**src/rtl/pm_pkg.sv**
```systemverilog
// Shared types and defaults for the DDD pacemaker controller.
// The optional upper-rate hold is enabled with the PM_URI_EN macro.
package pm_pkg;

    typedef enum logic [1:0] {
        PM_VA   = 2'd0,
        PM_AV   = 2'd1,
        PM_RSV2 = 2'd2,
        PM_RSV3 = 2'd3
    } pm_state_t;

    localparam int CNT_W_DEF  = 16;
    localparam int PACE_W_DEF = 2;

endpackage

```
**src/rtl/pm_interval_timer.sv**
```systemverilog
// Saturating interval timer. A clear on an enabled tick loads 1 because the
// clearing tick already counts as the first tick of the new interval.
module pm_interval_timer
    import pm_pkg::*;
#(
    parameter int W = CNT_W_DEF
) (
    input  logic         clk,
    input  logic         reset,
    input  logic         clr,
    input  logic         en,
    output logic [W-1:0] count
);

    localparam logic [W-1:0] CNT_ONE = {{(W-1){1'b0}}, 1'b1};
    localparam logic [W-1:0] CNT_MAX = {W{1'b1}};

    logic [W-1:0] count_r;

    assign count = count_r;

    // Count register: clear/restart, saturating increment, or hold.
    always_ff @(posedge clk) begin
        if (reset) begin
            count_r <= {W{1'b0}};
        end else if (clr) begin
            count_r <= en ? CNT_ONE : {W{1'b0}};
        end else if (en && (count_r != CNT_MAX)) begin
            count_r <= count_r + CNT_ONE;
        end else begin
            count_r <= count_r;
        end
    end

endmodule

```
**src/rtl/pacemaker_ddd_ctrl.sv**
```systemverilog
// DDD pacemaker controller: senses A/V activation, issues AP/VP pace pulses.
// Optional macro PM_URI_EN holds the AV state until the upper-rate interval expires.
module pacemaker_ddd_ctrl
    import pm_pkg::*;
#(
    parameter int CNT_W  = CNT_W_DEF,
    parameter int PACE_W = PACE_W_DEF
) (
    input  logic             clk,
    input  logic             reset,
    input  logic             clk_enable,
    input  logic             pm_en,
    input  logic             a_sense,
    input  logic             v_sense,
    input  logic [CNT_W-1:0] LRI,
    input  logic [CNT_W-1:0] AVI,
    input  logic [CNT_W-1:0] PVARP,
    input  logic [CNT_W-1:0] VRP,
    input  logic [CNT_W-1:0] URI,
    output logic             ce_out,
    output logic             AP,
    output logic             VP,
    output logic [1:0]       pm_state
);

    localparam int PW = (PACE_W > 1) ? $clog2(PACE_W) : 1;
    localparam logic [CNT_W-1:0] CNT_ONE = {{(CNT_W-1){1'b0}}, 1'b1};
    localparam logic [PW-1:0]    PW_ONE  = PW'(1);
    localparam logic [PW-1:0]    PW_LOAD = PW'(PACE_W - 1);

    pm_state_t        state_r, next_s;
    logic             a_prev_r, v_prev_r;
    logic             pvarp_exp_r, vrp_exp_r;
    logic             ap_r, vp_r;
    logic [PW-1:0]    ap_left_r, vp_left_r;
    logic [CNT_W-1:0] va_cnt_s, av_cnt_s, pvarp_cnt_s, vrp_cnt_s, uri_cnt_s;
    logic [CNT_W-1:0] va_lim_s;
    logic             run_s, as_valid_s, vs_valid_s, uri_ok_s;
    logic             ap_req_s, vp_req_s, v_event_s, av_entry_s;
    logic             v_clr_s, av_clr_s;

    assign ce_out   = clk_enable;
    assign AP       = ap_r;
    assign VP       = vp_r;
    assign pm_state = state_r;

    assign run_s    = clk_enable & pm_en;
    assign va_lim_s = (LRI > AVI) ? (LRI - AVI) : CNT_ONE;

    // Refractory windows start "expired" after reset or disable, until the next V-event.
    assign as_valid_s = run_s & a_sense & ~a_prev_r & (pvarp_exp_r | (pvarp_cnt_s >= PVARP));
    assign vs_valid_s = run_s & v_sense & ~v_prev_r & (vrp_exp_r | (vrp_cnt_s >= VRP));

`ifdef PM_URI_EN
    assign uri_ok_s = (uri_cnt_s >= URI);
`else
    logic unused_uri_s;
    assign unused_uri_s = ^{URI, uri_cnt_s};
    assign uri_ok_s     = 1'b1;
`endif

    assign v_clr_s  = clk_enable & (v_event_s | ~pm_en);
    assign av_clr_s = clk_enable & (av_entry_s | ~pm_en);

    pm_interval_timer #(.W(CNT_W)) u_va_tmr (
        .clk(clk), .reset(reset), .clr(v_clr_s), .en(run_s), .count(va_cnt_s));
    pm_interval_timer #(.W(CNT_W)) u_av_tmr (
        .clk(clk), .reset(reset), .clr(av_clr_s), .en(run_s), .count(av_cnt_s));
    pm_interval_timer #(.W(CNT_W)) u_pvarp_tmr (
        .clk(clk), .reset(reset), .clr(v_clr_s), .en(run_s), .count(pvarp_cnt_s));
    pm_interval_timer #(.W(CNT_W)) u_vrp_tmr (
        .clk(clk), .reset(reset), .clr(v_clr_s), .en(run_s), .count(vrp_cnt_s));
    pm_interval_timer #(.W(CNT_W)) u_uri_tmr (
        .clk(clk), .reset(reset), .clr(v_clr_s), .en(run_s), .count(uri_cnt_s));

    // Next-state and pace-request decode; senses take priority over timer expiry.
    always_comb begin
        next_s     = state_r;
        ap_req_s   = 1'b0;
        vp_req_s   = 1'b0;
        v_event_s  = 1'b0;
        av_entry_s = 1'b0;
        if (run_s) begin
            case (state_r)
                PM_VA: begin
                    if (vs_valid_s) begin
                        v_event_s = 1'b1;
                    end else if (as_valid_s) begin
                        next_s     = PM_AV;
                        av_entry_s = 1'b1;
                    end else if (va_cnt_s >= va_lim_s) begin
                        next_s     = PM_AV;
                        av_entry_s = 1'b1;
                        ap_req_s   = 1'b1;
                    end else begin
                        next_s = PM_VA;
                    end
                end
                PM_AV: begin
                    if (vs_valid_s) begin
                        next_s    = PM_VA;
                        v_event_s = 1'b1;
                    end else if ((av_cnt_s >= AVI) && uri_ok_s) begin
                        next_s    = PM_VA;
                        v_event_s = 1'b1;
                        vp_req_s  = 1'b1;
                    end else begin
                        next_s = PM_AV;
                    end
                end
                default: begin
                    next_s = PM_VA;
                end
            endcase
        end else begin
            next_s = state_r;
        end
    end

    // State, sense edge history and refractory-expired flags.
    always_ff @(posedge clk) begin
        if (reset) begin
            state_r     <= PM_VA;
            a_prev_r    <= 1'b0;
            v_prev_r    <= 1'b0;
            pvarp_exp_r <= 1'b1;
            vrp_exp_r   <= 1'b1;
        end else if (clk_enable) begin
            a_prev_r <= a_sense;
            v_prev_r <= v_sense;
            if (!pm_en) begin
                state_r     <= PM_VA;
                pvarp_exp_r <= 1'b1;
                vrp_exp_r   <= 1'b1;
            end else begin
                state_r <= next_s;
                if (v_event_s) begin
                    pvarp_exp_r <= 1'b0;
                    vrp_exp_r   <= 1'b0;
                end else begin
                    pvarp_exp_r <= pvarp_exp_r;
                    vrp_exp_r   <= vrp_exp_r;
                end
            end
        end else begin
            state_r <= state_r;
        end
    end

    // Fixed-length pace pulses; a request during an active pulse is ignored.
    always_ff @(posedge clk) begin
        if (reset) begin
            ap_r      <= 1'b0;
            vp_r      <= 1'b0;
            ap_left_r <= {PW{1'b0}};
            vp_left_r <= {PW{1'b0}};
        end else if (clk_enable) begin
            if (!pm_en) begin
                ap_r <= 1'b0;
                vp_r <= 1'b0;
            end else begin
                if (ap_r) begin
                    if (ap_left_r == {PW{1'b0}}) ap_r <= 1'b0;
                    else ap_left_r <= ap_left_r - PW_ONE;
                end else if (ap_req_s) begin
                    ap_r      <= 1'b1;
                    ap_left_r <= PW_LOAD;
                end else begin
                    ap_r <= 1'b0;
                end
                if (vp_r) begin
                    if (vp_left_r == {PW{1'b0}}) vp_r <= 1'b0;
                    else vp_left_r <= vp_left_r - PW_ONE;
                end else if (vp_req_s) begin
                    vp_r      <= 1'b1;
                    vp_left_r <= PW_LOAD;
                end else begin
                    vp_r <= 1'b0;
                end
            end
        end else begin
            ap_r <= ap_r;
            vp_r <= vp_r;
        end
    end

endmodule

```
**config.mk**
```make
export PLATFORM = sky130hd
export DESIGN_NAME = pacemaker_ddd_ctrl
export DESIGN_NICKNAME = d
export VERILOG_FILES = /design/src/rtl/pm_pkg.sv /design/src/rtl/pm_interval_timer.sv /design/src/rtl/pacemaker_ddd_ctrl.sv
export SDC_FILE = /design/constraint.sdc
export NUM_CORES = 1
export LEC_CHECK = 0
export ABC_AREA = 1
export ABC_CLOCK_PERIOD_IN_PS = 4600
export CAP_MARGIN = 20
export CORE_MARGIN = 4
export CORE_UTILIZATION = 57
export CTS_BUF_LIST = sky130_fd_sc_hd__clkbuf_16
export CTS_CLUSTER_SIZE = 16
export DETAILED_ROUTE_END_ITERATION = 12
export GPL_TIMING_DRIVEN = 0
export PLACE_DENSITY = 0.85
export SYNTH_ARGS = -nofsm -noshare
export SYNTH_HDL_FRONTEND = slang
export SYNTH_HIERARCHICAL = 1
export SYNTH_SLANG_ARGS = --single-unit
```
**constraint.sdc**
```tcl
create_clock -name clk -period 4.6 [get_ports clk]
set_input_delay 0.46 -clock clk [delete_from_list [all_inputs] [get_ports clk]]
set_output_delay 0.46 -clock clk [all_outputs]
set_load 0.05 [all_outputs]
```
==> results of run 1 <==
-- layout make-up --
| class | count | area share |
|---|---|---|
| Multi-Input combinational cell | 843 | 0.584 |
| Sequential cell | 72 | 0.176 |
| Timing Repair Buffer | 73 | 0.0889 |
| Inverter | 168 | 0.0770 |
| Clock buffer | 9 | 0.0275 |
| Tap cell | 147 | 0.0225 |
| Buffer | 16 | 0.0133 |
| Clock inverter | 7 | 0.0107 |
-- power groups by stage --
stage	clock [mW]	sequential, mW	combinational (mW)
3_3_place_gp	0	0.692	0.478
6_report	0.746	0.680	0.504
3_5_place_dp	0	0.693	0.491
2_1_floorplan	0	0.687	0.342
4_1_cts	0.758	0.679	0.495
5_1_grt	0.780	0.684	0.577
-- per-stage QoR --
| step | power, mW | TNS (ns) | hold WS (ns) | std cells | cell area [sq um] |
|---|---|---|---|---|---|
| after global placement | 1.17 | -4.09 | 0.444 | 1318 | 7840 |
| final | 1.93 | 0 | 0.454 | 1335 | 8190 |
| after floorplan | 1.03 | 0 | 0.431 | 1099 | 6930 |
| after detailed placement | 1.18 | -4.86 | 0.448 | 1318 | 7840 |
| after global routing | 2.04 | 0 | 0.478 | 1335 | 8190 |
| after CTS | 1.93 | 0 | 0.452 | 1334 | 8160 |
-- cells in the final DEF, fill, tap and decap left out, types with 3 or more instances in the layout --
cell and n:
nand2_1 277, nor2_1 119, buf_6 5, nand3b_1 4, nand2_4 8, ha_1 84
nand3_2 5, o21ai_4 4, o21a_1 4, buf_1 4, o21bai_1 6, nor2_4 9
xor2_1 20, nand2_2 16, nor3_1 13, a21oi_1 90, nor2_2 4, nand3_1 108
nand4_1 22, inv_1 168, o21ai_0 27, dfxtp_1 72, clkbuf_16 9, clkbuf_1 4
or2_2 7, clkdlybuf4s50_1 72, buf_4 3
-- worst min path at each step --
| stage | cells past startpoint | slack (ns) | endpoint |
|---|---|---|---|
| after global placement | 2 | 0.44 | vp_left_r |
| final | 2 | 0.45 | vp_left_r |
| after detailed placement | 2 | 0.45 | vp_left_r |
| after global routing | 2 | 0.48 | a_prev_r |
| after floorplan | 2 | 0.43 | ap_left_r |
| after CTS | 2 | 0.45 | v_prev_r |
-- routing by layer --
metal | wire length, um | global-route usage | vias up
li1 | - | - | 3725
met1 | 7440 | 0.305 | 3116
met2 | 7830 | 0.395 | 157
met3 | 756 | 0.0388 | 20
met4 | 284 | 0.0864 | 0
met5 | 0 | 0 | -
-- cells by family (layout without fill, tap and decap cells) --
group	after synthesis	in the layout	synth area share
and+or+nand+nor	596	596	0.389
buffers and inverters	184	273	0.106
AOI/OAI and AO/OA	141	141	0.117
adders and majority gates	85	85	0.154
DFF	72	72	0.208
xor gates and xnor gates	20	20	0.0253
other	1	1	0.000541
-- what timing repair did --
| item | 4_1_cts | 5_1_grt |
|---|---|---|
| resized for setup | 1 | 9 |
| pin swaps | 0 | 1 |
| hold buffers | 0 | 0 |
| buffers inserted | 0 | 1 |
| endpoints found under the setup margin | 7 | 16 |
| endpoints found under the hold margin | 0 | 0 |
-- worst max-delay path: stages --
cell	delay [ns]
clkdlybuf4s50_1	0.50
inv_1	0.06
ha_1	0.20
inv_1	0.09
fa_1	0.22
inv_1	0.06
o21ai_2	0.18
nand3_2	0.08
nand2_2	0.10
nand2_2	0.06
nand2_2	0.09
nand2_2	0.07
a22oi_4	0.15
buf_6	0.17
nand2_1	0.06
ha_1	0.31
a21oi_1	0.14
o21ai_0	0.11
a21oi_1	0.17
nand3_1	0.14
a21o_1	0.18
nand3_1	0.11
a21oi_4	0.10
inv_2	0.12
clkbuf_4	0.22
nand3_1	0.09
a21oi_1	0.17
-- registers in the layout, summed over array words and instances (netlist names) --
register	cells
u_av_tmr/count	16
u_pvarp_tmr/count	16
u_va_tmr/count	16
u_vrp_tmr/count	16
AP	1
VP	1
a_prev_r	1
ap_left_r	1
pm_state	1
v_prev_r	1
vp_left_r	1
vrp_exp_r	1
==> run metrics, run 1 <==
final setup violation count=0; required time worst endpoint=4.87 ns; Mapped Area=6930 sq um; dpl ws=-0.388 ns; Filler cells=1,055; maximum fanout along the worst path=10; Util after Layout=0.684; Placer Congestion=0.892; Ports=91; vias in the first global route=6,292; Mapped Nets=between 1,000 and 1,500; fin crit period=4.19 ns; Via-to-Cell Ratio=5.26; Crit Path Category=in -> reg; layout cell share with drive strength beyond 1=0.0690; unrepaired setup endpoints after global routing=no; Seq cells post-synth=72; Commonest cells post-synth=277 x nand2_1, 168 x inv_1, 120 x nor2_1; Critical Path Sink Type=register; Total Routed Length=roughly 16,000 um; Distinct cells, synth=39; Total GRT Usage=0.236; Final Hold Fails=0; Ys Warns=6; Root Buffer Master=clkbuf_16; sw frac=0.311; P_sw=0.600 mW; Initial Utilization=0.580; I/O Buffers=slightly above 70; Post-synth EDFFs=0; top-count cell post-synth=nand2_1; Most used DFF post-synth=dfxtp_1; worst r2r src=u_vrp_tmr/count[11]; skew final=roughly 0.0066 ns; Pleak=roughly 3.9 nW; sequential cell area=1440 sq um; final setup margin=0.406 ns; top cells by area, synth=dfxtp_1 21%, ha_1 15%, nand2_1 15%; initial antenna violation count=0; die height=118 um; Clock transition at path regs=0.06 ns; ys async rst share=0; final antenna-violating net count=0; Antenna diodes=0; synthesized area per cell=about 6.3 sq um; # clock sinks=72; R2R setup slack=1.39 ns; Nets=1,354; CP Data Arrival Time=4.46 ns; MaxCap Viol Count=0; HPWL after DPL=12,800 um; CTS tree=yes; fmax=about 240 MHz; Rel. slew slack=0.400; cell count of the worst reg-to-reg path=15; CTS max path bufs=2; CP startpoint=LRI[0]; Synth top area share=0.208; Die X=118 um; Final Cycle Share=0.912; worst flop-to-flop path endpoint=u_pvarp_tmr/count[10]; Final Slew Violations=0; Reg power frac=0.352; TritonCTS Buffers=9; Int Pwr=1.33 mW; synthesis-to-finish area growth=18.1%; DRC Markers=0; largest net degree at the start of global routing=20; min-delay worst type=reg -> reg; Setup crit end=u_av_tmr/count[5]; VDD IR max=a little over 0.2 mV; H-Tree Depth=3; Cells after Synth=1,099; 1st-iter DRT viols=462; slew of the pin with the lowest slew margin=0.899 ns; core footprint=12,000 sq um; Startpoint Class=input pin; HP Start=vp_left_r; via count=roughly 7,000; post-synthesis sequential area ratio=0.208; Gate power share=0.261; clock latency on the worst-skew pair=0.34 ns; gr ovfl total=0; status=finished, final reports clean; Clk network pwr share=0.386; Wirelength per Cell=12.2 um; post-synth top area cell=dfxtp_1; Die ar.=around 14,000 sq um; row cnt=40; drt pass-1 iters=5; Pwr Density=236 nW/um^2; first-pass GRT wire length=28,000 um; multi-input logic area=4780 sq um
(Power assumes the default switching activity.)
==> run 2, diff against run 1 <==
--- a/config.mk
+++ b/config.mk
@@ -6,13 +6,14 @@
 export NUM_CORES = 1
 export LEC_CHECK = 0
 export ABC_AREA = 1
-export ABC_CLOCK_PERIOD_IN_PS = 4600
+export ABC_CLOCK_PERIOD_IN_PS = 3980
 export CAP_MARGIN = 20
 export CORE_MARGIN = 4
 export CORE_UTILIZATION = 57
 export CTS_BUF_LIST = sky130_fd_sc_hd__clkbuf_16
 export CTS_CLUSTER_SIZE = 16
 export DETAILED_ROUTE_END_ITERATION = 12
+export GPL_ROUTABILITY_DRIVEN = 0
 export GPL_TIMING_DRIVEN = 0
 export PLACE_DENSITY = 0.85
 export SYNTH_ARGS = -nofsm -noshare
==> constraint.sdc (replaced) <==
create_clock -name clk -period 3.98 [get_ports clk]
set_input_delay 0.398 -clock clk [delete_from_list [all_inputs] [get_ports clk]]
set_output_delay 0.398 -clock clk [all_outputs]
set_load 0.05 [all_outputs]
==> run metrics, run 2 (same netlist as run 1, synthesis figures left out) <==
via count=7,269 (was 7,018); Pleak=3.97 nW (was 3.86 nW); I/O Buffers=72 (unchanged); fin cells=1,348 (was 1,335); CTS tree=yes (unchanged); final setup violation count=0 (unchanged); R2R setup slack=0.73 ns (was 1.39 ns); Clk network pwr share=0.375 (was 0.386); synthesis-to-finish area growth=22.8% (was 18.1%); Final Slew Violations=0 (unchanged); row cnt=40 (unchanged); Root Buffer Master=clkbuf_16 (unchanged); skew final=0.00742 ns (was 0.00661 ns); worst r2r src=u_vrp_tmr/count[11] (unchanged); Die ar.=14,000 sq um (unchanged); Nets=1,367 (was 1,354); die height=118 um (unchanged); required time worst endpoint=4.26 ns (was 4.87 ns); sw frac=0.319 (was 0.311); WL met2=8630 um (was 7830 um); HPWL after DPL=12,800 um (unchanged); dpl ws=-0.946 ns (was -0.388 ns); Die X=118 um (unchanged); most common cell after layout, fill and taps aside=nand2_1 (unchanged); Startpoint Class=input pin (unchanged); Int Pwr=1.58 mW (was 1.33 mW); 1st-iter DRT viols=577 (was 462); status=finished, final reports clean (unchanged); Worst Hold Depth=2 (unchanged); Wirelength per Cell=13.1 um (was 12.2 um); TritonCTS Buffers=9 (unchanged); Critical Path Sink Type=register (unchanged); largest net degree at the start of global routing=20 (unchanged); Final Cycle Share=0.972; clock latency on the worst-skew pair=0.35 ns (was 0.34 ns); gr ovfl total=0 (unchanged); DRC Markers=0 (unchanged); CTS max path bufs=2 (unchanged); fmax=259 MHz; Clock transition at path regs=0.06 ns (about the same); vias in the first global route=6,400 (was 6,292); DP Area=7840 sq um (unchanged); Ports=91 (unchanged); H-Tree Depth=3 (unchanged); Tot Pwr=2.32 mW (was 1.93 mW); maximum fanout along the worst path=5 (was 10); Reg power frac=0.339 (was 0.352); Via-to-Cell Ratio=5.39 (was 5.26); slew of the pin with the lowest slew margin=0.899 ns (about the same); Pwr Density=272 nW/um^2 (was 236 nW/um^2); final antenna-violating net count=0 (unchanged); Initial Utilization=0.580 (unchanged); hold buffers post-CTS=0 (unchanged); drt pass-1 iters=5 (unchanged); final setup margin=0.113 ns (was 0.406 ns); fin crit period=3.87 ns; VDD IR max=0.245 mV (was 0.206 mV); placed instance count=1,318 (unchanged); cell count of the worst reg-to-reg path=15 (unchanged); worst flop-to-flop path endpoint=u_pvarp_tmr/count[10] (unchanged); WL met1=7530 um (was 7440 um); Gate power share=0.286 (was 0.261); Crit Path Category=in -> reg (unchanged); Final Hold Fails=0 (unchanged); min-delay worst type=in -> reg (was reg -> reg); HP Start=clk_enable (was vp_left_r); initial antenna violation count=0 (unchanged); highest routed layer=met4 (unchanged); MaxCap Viol Count=0 (unchanged); met3 WL=1010 um (was 756 um); Filler cells=962 (was 1,055); final instance area=8510 sq um (was 8190 sq um); Antenna diodes=0 (unchanged); first-pass GRT wire length=28,500 um (was 28,000 um); hold endpoint=v_prev_r (was vp_left_r); most frequent cells in the layout=274 x nand2_1, 163 x inv_1, 119 x nor2_1 (was 277 x nand2_1, 168 x inv_1, 119 x nor2_1); P_sw=0.741 mW (was 0.600 mW); # clock sinks=72 (unchanged); CP Data Arrival Time=4.15 ns (was 4.46 ns); core footprint=12,000 sq um (unchanged); Total Routed Length=17,600 um (was 16,300 um); Util after Layout=0.712 (was 0.684); layout cell share with drive strength beyond 1=0.111 (was 0.0690); Rel. slew slack=0.400 (about the same); Total GRT Usage=0.241 (was 0.236)
==> run 2: changes by cell type in the layout (fill, tap and decap cells not counted), sizes merged <==
cell,before,now
clkdlybuf4s50,72,69
buf,12,25
dlymetal6s2s,0,3
clkbuf,14,13
nor2,132,133
==> run 2: what timing repair did <==
item,CTS,global route
setup buffers,4,8
endpoints found under the hold margin,0,0
pin swaps,7,16
endpoints found under the setup margin,16,16
cloned,2,0
resized for setup,15,47
==> run 2: through the flow <==
| stage | hold slack (ns) | TNS (ns) |
|---|---|---|
| floorplan | 0.431 | 0 |
| global placement | 0.444 | -13.01 |
| detailed placement | 0.448 | -13.79 |
| CTS | 0.390 | 0 |
| global route | 0.415 | -0.654 |
| finish | 0.399 | 0 |
==> run 2: cell type report <==
type | instances | area (sq um) | share of cell area
multi-input cells | 844 | 4980 | 0.585
clock buffers | 9 | 225 | 0.0265
flip-flops and latches | 72 | 1440 | 0.169
well taps | 147 | 184 | 0.0216
plain buffers | 16 | 116 | 0.0137
clock inverters | 7 | 87.6 | 0.0103
repair buffers | 85 | 843 | 0.0991
inverters | 168 | 633 | 0.0744
==> run 2: how the worst max path moves through the flow <==
| stage | start | endpoint | slack (ns) | depth (start not counted) |
|---|---|---|---|---|
| finish | AVI[2] | u_av_tmr/count[7] | 0.11 | 22 |
| global route | AVI[4] | u_av_tmr/count[1] | -0.08 | 23 |
| CTS | LRI[0] | u_av_tmr/count[5] | 0.0009 | 27 |
| detailed placement | LRI[0] | u_av_tmr/count[9] | -0.95 | 28 |
| global placement | LRI[0] | u_av_tmr/count[9] | -0.90 | 28 |
| floorplan | LRI[0] | u_av_tmr/count[9] | 0.31 | 27 |
==> run 2: per-layer routing <==
layer | up-vias | track usage
li1 | 3759 | -
met3 | 38 | 0.0407
met5 | - | 0
met4 | 0 | 0.0938
met1 | 3251 | 0.307
met2 | 221 | 0.404
==> run 2: power by group through the flow <==
stage | logic (mW) | registers (mW) | clock network (mW)
detailed placement | 0.568 | 0.801 | 0
global placement | 0.552 | 0.800 | 0
floorplan | 0.396 | 0.794 | 0
finish | 0.664 | 0.786 | 0.869
CTS | 0.599 | 0.785 | 0.876
global route | 0.745 | 0.790 | 0.902
==> run 2: worst max-delay path, cell delays in order <==
cell             delay [ns]
clkdlybuf4s50_1        0.47
inv_2                  0.07
ha_4                   0.26
a21oi_1                0.21
o21ai_1                0.14
nand3_1                0.09
nand4_1                0.19
a31o_2                 0.26
or2_2                  0.26
nand3_1                0.07
ha_1                   0.24
a21oi_1                0.14
o21ai_0                0.12
a21oi_2                0.17
nand3_2                0.11
a21o_1                 0.19
nand3_2                0.08
a21oi_4                0.09
buf_4                  0.17
nor2_4                 0.19
nand2_1                0.10
a21oi_2                0.11
